<file path="src/rtl/axis_ctr_rx.sv">
// ---------------------------------------------------------------------------
// axis_ctr_rx
//
// Terminating sink for the AXI-Stream incrementing counter source. Every
// accepted beat is checked against the previous beat plus one (modulo
// 2^(8*byte_width)). The block reports whether it is locked to the sequence,
// pulses on each out-of-sequence beat, counts beats and errors, and flags
// upstream handshake rule violations.
//
// Configuration macro:
//   AXIS_CTR_RX_STALL_EN - when defined, a 16-bit Fibonacci LFSR
//                          (taps 16,14,13,11) seeded with LFSR_SEED drops
//                          tready whenever lfsr[1:0]==2'b00 (~25% stall).
//                          When undefined, tready stays high once enabled.
//
// Parameters:
//   byte_width - tdata width in bytes (data path is 8*byte_width bits)
//   ERR_CNT_W  - width of the saturating error counter
//   LFSR_SEED  - non-zero LFSR reset value (stall build only)
//
// Ports:
//   clk        in   clock
//   resetn     in   asynchronous active-low reset
//   clear      in   synchronous clear of counters, proto_err and the checker
//   tvalid     in   upstream beat valid
//   tready     out  this block ready
//   tdata      in   upstream beat data
//   locked     out  checker is locked to the sequence
//   mismatch   out  one-cycle pulse per accepted out-of-sequence beat
//   beat_count out  accepted beats since reset/clear (wraps)
//   err_count  out  mismatches since reset/clear (saturates)
//   proto_err  out  sticky upstream handshake violation flag
// ---------------------------------------------------------------------------
module axis_ctr_rx #(
    parameter int          byte_width = 4,
    parameter int          ERR_CNT_W  = 16,
    parameter logic [15:0] LFSR_SEED  = 16'hACE1
) (
    input  logic                    clk,
    input  logic                    resetn,
    input  logic                    clear,
    input  logic                    tvalid,
    output logic                    tready,
    input  logic [8*byte_width-1:0] tdata,
    output logic                    locked,
    output logic                    mismatch,
    output logic [31:0]             beat_count,
    output logic [ERR_CNT_W-1:0]    err_count,
    output logic                    proto_err
);

    localparam int DATA_W = 8 * byte_width;

    localparam logic [1:0] ST_ACQUIRE = 2'd0;
    localparam logic [1:0] ST_LOCKED  = 2'd1;
    localparam logic [1:0] ST_RESYNC  = 2'd2;

    // Saturating increment: test for all-ones first so the counter never wraps.
    function automatic logic [ERR_CNT_W-1:0] sat_inc(input logic [ERR_CNT_W-1:0] v);
        if (&v) begin
            return v;
        end
        return v + ERR_CNT_W'(1);
    endfunction

    logic                     rdy_en;
    logic                     stall;
    logic                     xfer;
    logic [1:0]               state;
    logic [DATA_W-1:0]        expected;
    logic [1:0]               good_run;
    logic                     arm_p1;
    logic [DATA_W-1:0]        tdata_p1;

    // Enable flop: set on the first edge after reset release, so tready is
    // registered and never a combinational function of resetn or tvalid.
    always_ff @(posedge clk or negedge resetn) begin
        if (!resetn) begin
            rdy_en <= 1'b0;
        end else begin
            rdy_en <= 1'b1;
        end
    end

`ifdef AXIS_CTR_RX_STALL_EN
    logic [15:0] lfsr;
    logic        lfsr_fb;

    assign lfsr_fb = lfsr[15] ^ lfsr[13] ^ lfsr[12] ^ lfsr[10];

    // LFSR only starts stepping once tready is enabled, so the stall pattern
    // is a fixed function of the seed relative to reset release.
    always_ff @(posedge clk or negedge resetn) begin
        if (!resetn) begin
            lfsr <= LFSR_SEED;
        end else if (rdy_en) begin
            lfsr <= {lfsr[14:0], lfsr_fb};
        end
    end

    assign stall = (lfsr[1:0] == 2'b00);
`else
    assign stall = 1'b0;
`endif

    assign tready = rdy_en && !stall;
    assign xfer   = tvalid && tready;
    assign locked = (state == ST_LOCKED);

    // ---- Stage p0 -> p1: sequence checker and counters ----
    always_ff @(posedge clk or negedge resetn) begin
        if (!resetn) begin
            state      <= ST_ACQUIRE;
            expected   <= '0;
            good_run   <= 2'd0;
            mismatch   <= 1'b0;
            beat_count <= 32'd0;
            err_count  <= '0;
        end else begin
            mismatch <= 1'b0;
            if (clear) begin
                // A beat transferred alongside clear is consumed but ignored.
                state      <= ST_ACQUIRE;
                good_run   <= 2'd0;
                beat_count <= 32'd0;
                err_count  <= '0;
            end else if (xfer) begin
                beat_count <= beat_count + 32'd1;
                case (state)
                    ST_ACQUIRE: begin
                        expected <= tdata + DATA_W'(1);
                        state    <= ST_LOCKED;
                    end
                    ST_LOCKED: begin
                        if (tdata == expected) begin
                            expected <= expected + DATA_W'(1);
                        end else begin
                            mismatch  <= 1'b1;
                            err_count <= sat_inc(err_count);
                            expected  <= tdata + DATA_W'(1);
                            good_run  <= 2'd0;
                            state     <= ST_RESYNC;
                        end
                    end
                    ST_RESYNC: begin
                        if (tdata == expected) begin
                            expected <= expected + DATA_W'(1);
                            good_run <= good_run + 2'd1;
                            // Second consecutive good beat re-establishes lock.
                            if (good_run == 2'd1) begin
                                state <= ST_LOCKED;
                            end
                        end else begin
                            mismatch  <= 1'b1;
                            err_count <= sat_inc(err_count);
                            expected  <= tdata + DATA_W'(1);
                            good_run  <= 2'd0;
                        end
                    end
                    default: begin
                        state <= ST_ACQUIRE;
                    end
                endcase
            end
        end
    end

    // ---- Stage p0 -> p1: upstream handshake monitor ----
    // A beat offered while stalled must stay valid with identical data on
    // the following cycle; arm_p1 remembers that a stall was observed.
    always_ff @(posedge clk or negedge resetn) begin
        if (!resetn) begin
            arm_p1    <= 1'b0;
            tdata_p1  <= '0;
            proto_err <= 1'b0;
        end else begin
            arm_p1   <= tvalid && !tready;
            tdata_p1 <= tdata;
            if (clear) begin
                proto_err <= 1'b0;
            end else if (arm_p1 && (!tvalid || (tdata != tdata_p1))) begin
                proto_err <= 1'b1;
            end
        end
    end

endmodule

</file>
<file path="config.mk">
export PLATFORM = sky130hd
export DESIGN_NAME = axis_ctr_rx
export DESIGN_NICKNAME = d
export VERILOG_FILES = /design/src/rtl/axis_ctr_rx.sv
export SDC_FILE = /design/constraint.sdc
export NUM_CORES = 1
export LEC_CHECK = 0
export ABC_AREA = 1
export CORE_ASPECT_RATIO = 1.25
export CORE_MARGIN = 2
export CORE_UTILIZATION = 45
export DETAILED_ROUTE_END_ITERATION = 8
export HOLD_SLACK_MARGIN = 0.06
export PLACE_DENSITY = 0.69
export SYNTH_ARGS = -nofsm -noshare
export SYNTH_HDL_FRONTEND = slang
export SYNTH_SLANG_ARGS = --single-unit
</file>
<file path="constraint.sdc">
create_clock -name clk -period 1.8 [get_ports clk]
set_clock_uncertainty 0.05 [all_clocks]
set_input_delay 0.45 -clock clk [delete_from_list [all_inputs] [get_ports clk]]
set_output_delay 0.45 -clock clk [all_outputs]
set_load 0.02 [all_outputs]
</file>
Yosys cells after proc, flatten, opt, wreduce, memory -nomap -nowiden --
Cells that the tools add are included.
Word-level totals: bits in read-only memories 0, input bits 36, bits in writable memories 0, memories 0, latch bits 0, bits in registers 120
Cells by class: multipliers 0, divide/modulo/power cells 0, eq/ne operators 9, $add $sub $neg 5, shift operators 0, $lt $le $gt $ge 0, bitwise logic cells 1, multiplexer cells 37, reduce and logical (&&, ||, !) cells 17
Operators by type and width (number):
- 16-bit two-way mux | 7
- 32-bit by 1-bit adder with 32-bit output (second input constant) | 3
- 32-bit two-way mux | 3
- 32-bit one-hot mux with 2 select lines | 1
- 32-bit equality test | 1
- 32-bit inequality test | 1
- 16-bit one-hot mux with 2 select lines | 1
- 2-bit two-way mux | 9
- 16-bit by 1-bit adder with 16-bit output (second input constant) | 1
- 16-bit AND reduction | 1
- 1-bit two-way mux | 14
- 3-bit inequality test (second input constant) | 4
- 4-bit AND reduction | 2
- 2-bit one-hot mux with 3 select lines | 1
- 3-bit AND reduction | 2
- 2-bit nonzero test | 3
- 2-bit by 1-bit equality test with 1-bit output (second input constant) | 2
- 2-bit one-hot mux with 2 select lines | 1
- 1-bit logical AND | 3
- 3-bit nonzero test | 1
- 2-bit by 1-bit adder with 2-bit output (second input constant) | 1
- 2-bit equality test (second input constant) | 1
- 1-bit zero test | 2
- 2-bit zero test | 1
- 3 further kinds | 3

Longest topological paths before layout --
Gate-level depths: netlist of run 1.
word-level depth 11, gate-level depth with buffers 15, mapped depth without buffers 14

Worst setup path after synthesis of run 1 --
OpenSTA, ideal clock, no wires.
kind reg2reg, from reg err_count[0], to reg err_count[7], period minus slack after synthesis 1.982 ns, cell stages (with the launch flop) 14, setup time 0.121 ns, path slack -0.182 ns, data arrival time 1.811 ns, buffers on the path 1, cell sequence dfrtp_1 -> ha_1 -> nand2_1 -> nor2_2 -> nand2_1 -> nor2_2 -> nand2_1 -> nor3_2 -> nand3_1 -> nand2_2 -> nor2_4 -> buf_6 -> nand2_1 -> nand2_1
On the way: cells in the longest elaborated chain, start to end 11
RTL lines:
- start, declared | line 48 | output logic [ERR_CNT_W-1:0] err_count,
- start signal, assigned | line 139 | err_count <= sat_inc(err_count);
- start signal, assigned | line 155 | err_count <= sat_inc(err_count);
- 16-bit AND reduction | line 60 | if (&v) begin
- 1-bit two-way mux | line 60
- 1-bit two-way mux | line 135, 146
- 1-bit two-way mux | line 129 | case (state)
- 1-bit two-way mux | line 127 | end else if (xfer) begin
- 1-bit two-way mux | line 121 | if (clear) begin
- 16-bit two-way mux | line 63 | return v + ERR_CNT_W'(1);
- 16-bit two-way mux (on tied branches) | line 146, 135
- 16-bit one-hot mux with 2 select lines (*) | line 129
- 16-bit two-way mux (*) | line 127
- 16-bit two-way mux (*) | line 121
Every way passes the cells marked *; elsewhere a longest branch is shown, timed or not. The select of a mux whose other input is x is not followed. A chain may end at the register's enable or synchronous reset.

Worst setup path in the final report of run 1 --
from reg expected[4], to reg expected[26]
On the way: cells in the longest elaborated chain, start to end 3
RTL lines:
- start, declared | line 70 | logic [DATA_W-1:0] expected;
- start signal, assigned | line 131 | expected <= tdata + DATA_W'(1);
- start signal, assigned | line 136 | expected <= expected + DATA_W'(1);
- start signal, assigned | line 140 | expected <= tdata + DATA_W'(1);
- 32-bit by 1-bit adder with 32-bit output or 32-bit equality test (tied branches)
- 32-bit two-way mux (*) | line 135, 146
- 32-bit one-hot mux with 2 select lines (*) | line 129
Every way passes the cells marked *; elsewhere a longest branch is shown, timed or not.

==> flow_summary.ini, run 1 <==
[worst_hold_path]
min_path_cells = 1
type_of_the_worst_min_delay_path = in2reg

[logic_synthesis]
mappedNetlistNets = 1109
cells_after_synth = 1064
yosys.area.top_type_share = 0.3891
post_synth.cell_area_avg_um2 = 7.253
sequential_to_total_area_share_from_yosys_stat = 0.3891
yosysWarnings = 0
netlist_top_cells_area = dfrtp_1 39%, nand2_1 16%, inv_1 6.0%
synth.distinct_cells = 38
synth.ff_latch_count = 120
synth.cell_area_um2 = 7717
synth_top_cell_by_area = dfrtp_1

[worst_setup_path]
slowest_delay_ps = 410
critPathCaptureType = flop
timing.critical_path.required_ps = 2060
list_of_cells_traversed_by_the_critical_path = xnor2_2 -> nand2_1 -> nor2_2 -> nand2_2 -> nor2_4 -> nand2_4 -> nor2_8 -> buf_6 -> nand2_2 -> nand3_2 -> nand2_1
timing_worst_setup_path_type = reg2reg
cp-start-kind = flop
cp_slowest_cell = dfrtp_1
rr_worst_depth = 11
biggest_fanout_along_the_worst_timing_path = 5
critical_path_arrival_ps = 2200

[pwr]
share_clk_of_total_power = 0.399
power.internal_w = 0.005941
total_leakage_power_nw = 5.586
net_switching_share_of_the_total_power = 0.2980
power.sequential.fraction = 0.376
netSwitchingPower_w = 0.002521
power.ir.vdd_worst_mv = 0.5106
cellPowerDensity_nw_per_um2 = 751.2
power.share.combinational = 0.225

[place]
numPlacedInstances = 1504
post_dp_hpwl_um = 16600
gp_routability_congestion = 0.9516
port_bufs = 87

[detailed_routing]
drt_first_pass_iters = 5
drcViolationCount = 0
average_via_count_per_standard_cell = 5.107
wl_per_cell_um = 15.04
ant_nets = 0
postRouteWirelength_um = 23490
number_of_vias_after_detailed_routing = 7977
drt-initial-drc-count = 709

[timing]
fin_ws_ps = -132.8
timing_max_transition_violations_final = 0
timing_worst_slew_pin_value_ps = 516.4
rsz0062_at_grt = true
timing.setup.tns_ps = -3084
min_period_over_period = 1.074
post-route-min-period_ps = 1933
finalSetupViolations = 36
timing.max_slew.rel_slack = 0.6526
fmax_mhz = 517.4
final_hold_violation_count = 0

[floorplanning]
floorplan.die.width_um = 121.1
chipHeight_um = 150.4
floorplan.core_area_um2 = 16780
floorplan.initialDensity = 0.4600
fp.dieArea_um2 = 18220
fp-row-count = 53
ioPinCount = 88

[global_routing]
vias_in_the_first_global_route = 7726
grt_overflow = 0
wire_length_of_the_first_global_routing_pass_um = 37310
grt_antenna_before_repair = 0
maximum_number_of_pins_on_one_net_before_global_route_repair = 42
grt_usage = 0.2626

[layout]
post_route_cells_drive_above_1_share = 0.2735
seqCellArea_um2 = 3014
layout_common_cells = 293 x nand2_1, 171 x buf_4, 122 x inv_1
syn2layout_area_growth_pct = 45.98
area_of_combinational_cells_with_multiple_inputs_um2 = 4558
final-instance-count-excl-fill = 1562
antennaDiodeCount = 0
num-fill-cells = 1382
layout.cells.most_common = nand2_1
layout.nets = 1375

[clock_tree]
cts_buffers = 17
cts.htree.levels = 4
clkSinkCount = 120
clock_tree.buffer_depth = 2
cts_root_buf = clkbuf_16
clkLatencyLatePin_ps = 420
cts.clk_slew.worst_paths_ps = 60
cts_tree = built

[status]
failed_checks = setup timing
outcome = complete, but fails checks

[run]
max_cap_viol_count = 0
-- state kept, by name, indices dropped and copies added (netlist names) --
name / count
state: 2
err_count: 16
beat_count: 32
expected: 32
proto_err: 1
good_run: 2
arm_p1: 1
mismatch: 1
tready: 1
tdata_p1: 32
-- critical path: cells and delay by family (launching register included) --
family	cells	cell delay [ps]
buffers and inverters	1	160
flip-flops	1	410
XOR/XNOR	1	250
AND/OR/NAND/NOR	9	940
-- cell families after synthesis --
logic type | after synthesis | synth area share
simple gates | 590 | 0.3414
buf+inv | 164 | 0.08820
flops | 120 | 0.3891
compound gates | 94 | 0.06858
xor+xnor | 86 | 0.09760
fa+ha+maj | 9 | 0.01459
other cells | 1 | 0.0004859
-- final cells by class --
cell class | count | share of cell area
flip-flops and latches | 120 | 0.2675
clock buffers | 23 | 0.04243
well taps | 220 | 0.02443
clock inverters | 8 | 0.008663
multi-input cells | 781 | 0.4046
repair buffers | 276 | 0.2068
inverters | 134 | 0.04554
-- metal layers --
metal	part of all wire	up-vias	global-route usage
met3	0.040	74	0.04015
li1	-	3894	-
met1	0.40	3755	0.3047
met4	0.041	0	0.1190
met5	0	-	0
met2	0.52	254	0.4747
-- cells in the mapped netlist, drive strengths merged --
| cell type | n |
|---|---|
| nor3b | 6 |
| ha | 9 |
| o22ai | 2 |
| a22o | 1 |
| nor2 | 106 |
| nor4 | 4 |
| nand2 | 329 |
| nand3 | 65 |
| a21oi | 23 |
| o21a | 3 |
| clkbuf | 8 |
| inv | 134 |
| nand4 | 31 |
| xnor2 | 38 |
| nor3 | 40 |
| o31ai | 2 |
| nand3b | 1 |
| and3b | 1 |
| o21bai | 16 |
| o21ai | 47 |
| xor2 | 48 |
| dfrtp | 120 |
| conb | 1 |
| or2 | 7 |
| buf | 22 |
-- power groups by stage --
stage / Sequential [W] / Combinational (W) / Clock, W
after floorplan: 0.00322 / 0.000881 / 0
after global placement: 0.00319 / 0.00172 / 0
after detailed placement: 0.00320 / 0.00176 / 0
after CTS: 0.00317 / 0.00182 / 0.00340
after global routing: 0.00321 / 0.00210 / 0.00353
final: 0.00318 / 0.00191 / 0.00338
-- final timing paths --
kind / from / end / slack (ps)
worst max-delay path: expected[4] / expected[26] / -130
worst min-delay path: tdata[29] / tdata_p1[29] / 290
worst max register to register: expected[4] / expected[26] / -130
worst min register to register: expected[3] / expected[3] / 470
max in group asynchronous: resetn / beat_count[4] / 750
min in group asynchronous: resetn / beat_count[17] / 420
-- timing repair --
item	CTS	global route
hold endpoints to repair	17	0
endpoints found under the setup margin	111	77
buffers inserted	14	12
cloned	3	0
hold buffers	1	0
gates resized for setup	162	72
pin swaps	55	42
-- per-stage QoR --
| step | cell area (um^2) | hold slack [ps] | utilization | worst slack, ps | total power [W] |
|---|---|---|---|---|---|
| 4_1_cts | 10970 | 287.8 | 0.6539 | -110.9 | 0.008390 |
| 3_5_place_dp | 10010 | 322.8 | 0.5966 | -746.8 | 0.004958 |
| 2_1_floorplan | 7745 | 104.4 | - | -50.81 | 0.004103 |
| 5_1_grt | 11270 | 287.1 | 0.6715 | -201.4 | 0.008847 |
| 3_3_place_gp | 10010 | 323.6 | 0.5966 | -703.0 | 0.004912 |
| 6_report | 11270 | 287.0 | 0.6715 | -132.8 | 0.008462 |
Note: power is estimated with default switching activity, not from simulation.
==> run 2, diff against run 1 <==
Settings changed: PLACE_DENSITY 0.69 to 0.66.
==> run 2 against run 1 <==
  * Via count fell by 1.4%
  * Die area did not move
  * Cell count fell by 0.19%
  * Fmax fell by 1.6%
  * The flow still finishes with violations (setup timing)
  * Flip-flop and latch count did not move
  * Global-route usage fell by 0.27 points
  * First-iteration DRC count fell by 10%
  * Clock-buffer cell count fell by 3
  * Largest power group unchanged
  * Critical path depth rose by 2
  * Power rose by 3.0%
  * Clock power rose by 4%
  * Sequential power barely moved
==> flow_summary.ini, run 2 (synthesized netlist as in run 1, its figures left out) <==
[layout]
num-fill-cells = 1369
area_of_combinational_cells_with_multiple_inputs_um2 = 4601
syn2layout_area_growth_pct = 47.13
postLayoutCoreUtil = 0.6768
antennaDiodeCount = 0
seqCellArea_um2 = 3009
layout_common_cells = 275 x nand2_1, 167 x buf_4, 121 x inv_1
layout.nets = 1371
reg.largest.list = beat_count: 32 flops, expected: 32 flops, tdata_p1: 32 flops
layout.cells.most_common = nand2_1
post_route_cells_drive_above_1_share = 0.2860
finish.instance_area_um2 = 11350

[worst_setup_path]
critical_path_arrival_ps = 2220
rr_worst_depth = 13
biggest_fanout_along_the_worst_timing_path = 5
register_to_register_setup_slack_ps = -170
timing.rr.start = expected[31]
timing_worst_setup_path_type = reg2reg
timing.critical_path.required_ps = 2060
critical_path.reg2reg.endpoint = expected[16]
critPathCaptureType = flop
cp-start-kind = flop

[clock_tree]
cts.clk_slew.worst_paths_ps = 60
clock_tree.buffer_depth = 2
cts_root_buf = clkbuf_16
cts_tree = built
cts.htree.levels = 4
clkSinkCount = 120
clkLatencyLatePin_ps = 420
cts_buffers = 17

[floorplanning]
floorplan.die.width_um = 121.1
fp-row-count = 53
ioPinCount = 88
floorplan.initialDensity = 0.4600
floorplan.core_area_um2 = 16780
fp.dieArea_um2 = 18220
chipHeight_um = 150.4

[detailed_routing]
drcViolationCount = 0
average_via_count_per_standard_cell = 5.047
postRouteWirelength_um = 23200
wl_per_cell_um = 14.88
drt_first_pass_iters = 6
drt-initial-drc-count = 635
ant_nets = 0
number_of_vias_after_detailed_routing = 7868

[timing]
fmax_mhz = 508.9
post-route-min-period_ps = 1965
fin_ws_ps = -165.2
min_period_over_period = 1.092
finalSetupViolations = 36
timing_max_transition_violations_final = 0
hold_slack_ps = 181.2
final_hold_violation_count = 0
rsz0062_at_grt = true

[status]
failed_checks = setup timing
outcome = complete, but fails checks

[worst_hold_path]
min_path_cells = 1
hold_path_startpoint = tdata[8]
holdPathEnd = tdata_p1[8]
type_of_the_worst_min_delay_path = in2reg

[global_routing]
maximum_number_of_pins_on_one_net_before_global_route_repair = 54
grt_usage = 0.2599
vias_in_the_first_global_route = 7645
grt_overflow = 0
wire_length_of_the_first_global_routing_pass_um = 36900
grt_antenna_before_repair = 0

[pwr]
total_leakage_power_nw = 5.742
cellPowerDensity_nw_per_um2 = 767.6
power.ir.vdd_worst_mv = 0.4789

[place]
pre_cts_ws_ps = -815.8
gp_routability_congestion = 0.8790
port_bufs = 87
place_area_um2 = 10040
post_dp_hpwl_um = 16630

[run]
max_cap_viol_count = 0
[run 2: cell count changes in the layout (fill, tap and decap cells not counted), moves of 6 or more]
| cell | change |
|---|---|
| nand2_1 | -18 |
| dlymetal6s2s_1 | +10 |
| nand2_4 | +10 |
| dlygate4sd2_1 | -8 |
| nand2_2 | +8 |
| nor2_2 | +6 |
[run 2: report_power, final]
group / internal, W / leakage (nW) / switching (W)
Clock: 0.00224 / 0.303 / 0.00128
Sequential: 0.00293 / 1.54 / 0.000231
Combinational: 0.000928 / 3.90 / 0.00109
Total: 0.00611 / 5.74 / 0.00261
[run 2: worst max path at each step]
stage	from	endpoint	slack [ps]	cells past startpoint
3_3_place_gp	tdata[31]	expected[4]	-770	13
6_report	expected[31]	expected[16]	-170	13
3_5_place_dp	tdata[31]	expected[1]	-820	13
2_1_floorplan	err_count[0]	err_count[7]	-50	13
5_1_grt	expected[1]	expected[24]	-250	12
4_1_cts	expected[31]	expected[16]	-200	13
[run 2: timing repair]
action	in CTS	in global routing
cloned	1	0
setup buffers	12	8
resized for setup	183	78
endpoints found under the hold margin	18	0
pin swaps	49	39
hold buffers	1	0
setup endpoints to repair	106	70
[run 2: cell type report]
class                           instances  share of cell area
Inverter                              134             0.04562
Timing Repair Buffer                  273              0.2065
Sequential cell                       120              0.2650
Tap cell                              220             0.02424
Clock buffer                           20             0.04022
Multi-Input combinational cell        780              0.4052
Clock inverter                         12             0.01322
[run 2: per-layer routing]
| layer | wire length (um) | track usage |
|---|---|---|
| met4 | 792 | 0.1138 |
| met3 | 898 | 0.04053 |
| met2 | 12220 | 0.4719 |
| met1 | 9294 | 0.3009 |
| met5 | 0 | 0 |
[run 2: stage by stage]
stage	power, W	instances	setup TNS (ps)
floorplan	0.004103	1064	-497.5
global placement	0.004968	1506	-43730
detailed placement	0.005008	1506	-44660
CTS	0.008680	1552	-4704
global route	0.009118	1559	-7097
finish	0.008716	1559	-4295
[run 2: critical path, cell delays in order, from the launching register on]
cell,delay [ps]
dfrtp_1,410
xnor2_2,190
buf_4,160
nand2_4,50
nor2_4,110
nand2_2,80
nor2_4,160
nand2_4,100
nor2_8,120
buf_12,130
buf_12,130
nand2_2,50
nand3_2,60
nand2_1,60
==> run 3, diff against run 2 <==
Settings changed: PLACE_DENSITY 0.66 to 0.78.
==> run 3 against run 2 <==
  * The flow finishes with violations (DRC, setup timing)
  * Cell count is 0.96% higher
  * Clock-buffer cell count is 1 higher
  * Worst hold slack better by 21 ps
  * Fmax is 1.9% lower
  * Die area stayed put
  * Global-route usage is 1.6 points higher
  * Non-clock buffer count is 13 higher
  * Routed wire length is 13% higher
  * Largest cell class unchanged
  * Critical path depth is 1 lower
  * Via count is 8.7% higher
  * Core utilization is 1.0 points higher
  * Sequential power hardly changed
==> flow_summary.ini, run 3 (synthesized netlist as in run 1, its figures left out) <==
[worst_setup_path]
critPathCaptureType = flop
cp-start-kind = flop
critical_path.reg2reg.endpoint = expected[4]
timing.rr.start = expected[4]
biggest_fanout_along_the_worst_timing_path = 7
timing_worst_setup_path_type = reg2reg
rr_worst_depth = 12
register_to_register_setup_slack_ps = -200
critical_path_arrival_ps = 2310
timing.critical_path.required_ps = 2100

[pwr]
net_switching_share_of_the_total_power = 0.2954
power.internal_w = 0.006452
power.ir.vdd_worst_mv = 0.5998
power.sequential.fraction = 0.346
cellPowerDensity_nw_per_um2 = 794.2
power.share.combinational = 0.235
share_clk_of_total_power = 0.419
netSwitchingPower_w = 0.002705
finalPower_w = 0.009157
total_leakage_power_nw = 5.690

[detailed_routing]
drt_first_pass_iters = 9
drcViolationCount = 1
number_of_vias_after_detailed_routing = 8554
wl_per_cell_um = 16.70
drt-initial-drc-count = 868
ant_nets = 0
average_via_count_per_standard_cell = 5.435
postRouteWirelength_um = 26280

[worst_hold_path]
hold_path_startpoint = tdata[12]
min_path_cells = 1
holdPathEnd = tdata_p1[12]
type_of_the_worst_min_delay_path = in2reg

[clock_tree]
cts.htree.levels = 4
clock_tree.buffer_depth = 2
clkLatencyLatePin_ps = 430
cts_buffers = 17
cts_tree = built
cts.clk_slew.worst_paths_ps = 60
clkSinkCount = 120
cts_root_buf = clkbuf_16

[global_routing]
grt_antenna_before_repair = 0
wire_length_of_the_first_global_routing_pass_um = 39430
vias_in_the_first_global_route = 8364
grt_overflow = 0
maximum_number_of_pins_on_one_net_before_global_route_repair = 42
grt_usage = 0.2757

[layout]
reg.largest.list = beat_count: 32 flops, expected: 32 flops, tdata_p1: 32 flops
layout.cells.most_common = nand2_1
post_route_cells_drive_above_1_share = 0.2954
syn2layout_area_growth_pct = 49.40
layout_common_cells = 275 x nand2_1, 179 x buf_4, 119 x inv_1
final-instance-count-excl-fill = 1574
layout.nets = 1386
antennaDiodeCount = 0

[timing]
post-route-min-period_ps = 2004
final_hold_violation_count = 0
min_period_over_period = 1.113
timing.setup.tns_ps = -4542
finalSetupViolations = 36
rsz0062_at_grt = true
fmax_mhz = 498.9
fin_ws_ps = -204.2
timing_max_transition_violations_final = 0

[place]
port_bufs = 87
gp_routability_congestion = 0.9344
numPlacedInstances = 1512
post_dp_hpwl_um = 17040

[floorplanning]
floorplan.die.width_um = 121.1
fp.dieArea_um2 = 18220
floorplan.core_area_um2 = 16780
ioPinCount = 88
chipHeight_um = 150.4
floorplan.initialDensity = 0.4600
fp-row-count = 53

[status]
failed_checks = DRC, setup timing
outcome = complete, but fails checks

[run]
max_cap_viol_count = 0
-- run 3: changes by cell type in the layout (fill, tap and decap cells not counted), sizes merged, moves of 2 or more --
| cell | previous run | this run |
|---|---|---|
| buf | 187 | 200 |
| bufinv | 3 | 5 |
| clkdlybuf4s15 | 1 | 5 |
| clkinv | 9 | 4 |
| dlygate4sd2 | 67 | 73 |
| dlymetal6s2s | 12 | 3 |
| inv | 134 | 136 |
-- run 3: power by group through the flow --
stage / combinational [W] / sequential (W) / clock [W]
finish: 0.00215 / 0.00316 / 0.00384
global route: 0.00233 / 0.00319 / 0.00398
CTS: 0.00192 / 0.00315 / 0.00384
detailed placement: 0.00183 / 0.00318 / 0
global placement: 0.00178 / 0.00318 / 0
floorplan: 0.000881 / 0.00322 / 0
-- run 3: per-stage QoR --
stage                     hold WS [ps]  area [um^2]  worst slack (ps)    util
after floorplan                  104.4         7745            -50.81       -
after global placement           397.1        10060            -702.2  0.5994
after detailed placement         407.1        10060            -739.8  0.5994
after CTS                        284.3        11220            -142.6  0.6690
after global routing             195.8        11530            -326.9  0.6872
final                            202.5        11530            -204.2  0.6872
-- run 3: per-layer routing --
| metal | wire [um] | global-route usage | vias up | share of wire |
|---|---|---|---|---|
| li1 | - | - | 3926 | - |
| met1 | 9667 | 0.3047 | 4054 | 0.37 |
| met2 | 13340 | 0.4972 | 446 | 0.51 |
| met3 | 1659 | 0.03939 | 128 | 0.063 |
| met4 | 1607 | 0.1678 | 0 | 0.061 |
| met5 | 0 | 0 | - | 0 |
-- run 3: worst max path at each step --
stage,from,cells after the start,end,slack [ps]
floorplan,err_count[0],13,err_count[7],-50
global placement,tdata[4],13,expected[10],-700
detailed placement,tdata[0],9,expected[27],-740
CTS,expected[24],14,expected[26],-140
global route,expected[5],12,expected[24],-330
finish,expected[4],12,expected[4],-200
-- run 3: cell type report --
type	count	area (um^2)
Clock inverter	11	193.9
Timing Repair inverter	1	16.27
Timing Repair Buffer	286	2396
Inverter	134	523.0
Tap cell	220	275.3
Multi-Input combinational cell	781	4653
Sequential cell	120	3012
Fill cell	1232	5248
Clock buffer	21	460.4
-- run 3: worst max-delay path, cell delays in order, from the launching register on --
cell and delay [ps]:
dfrtp_2 440, xnor2_2 240, nand2_1 100, nor2_2 110
nand2_2 80, nor2_4 160, nand2_4 100, nor2_8 180
buf_8 180, inv_12 60, nand2_4 50, nand3_2 60
nand2_1 100
-- run 3: what timing repair did --
action,CTS,global route
endpoints found under the hold margin,24,0
cloned,2,1
setup buffers,21,8
pin swaps,60,63
setup endpoints to repair,110,65
hold buffers,1,0
resized for setup,194,86
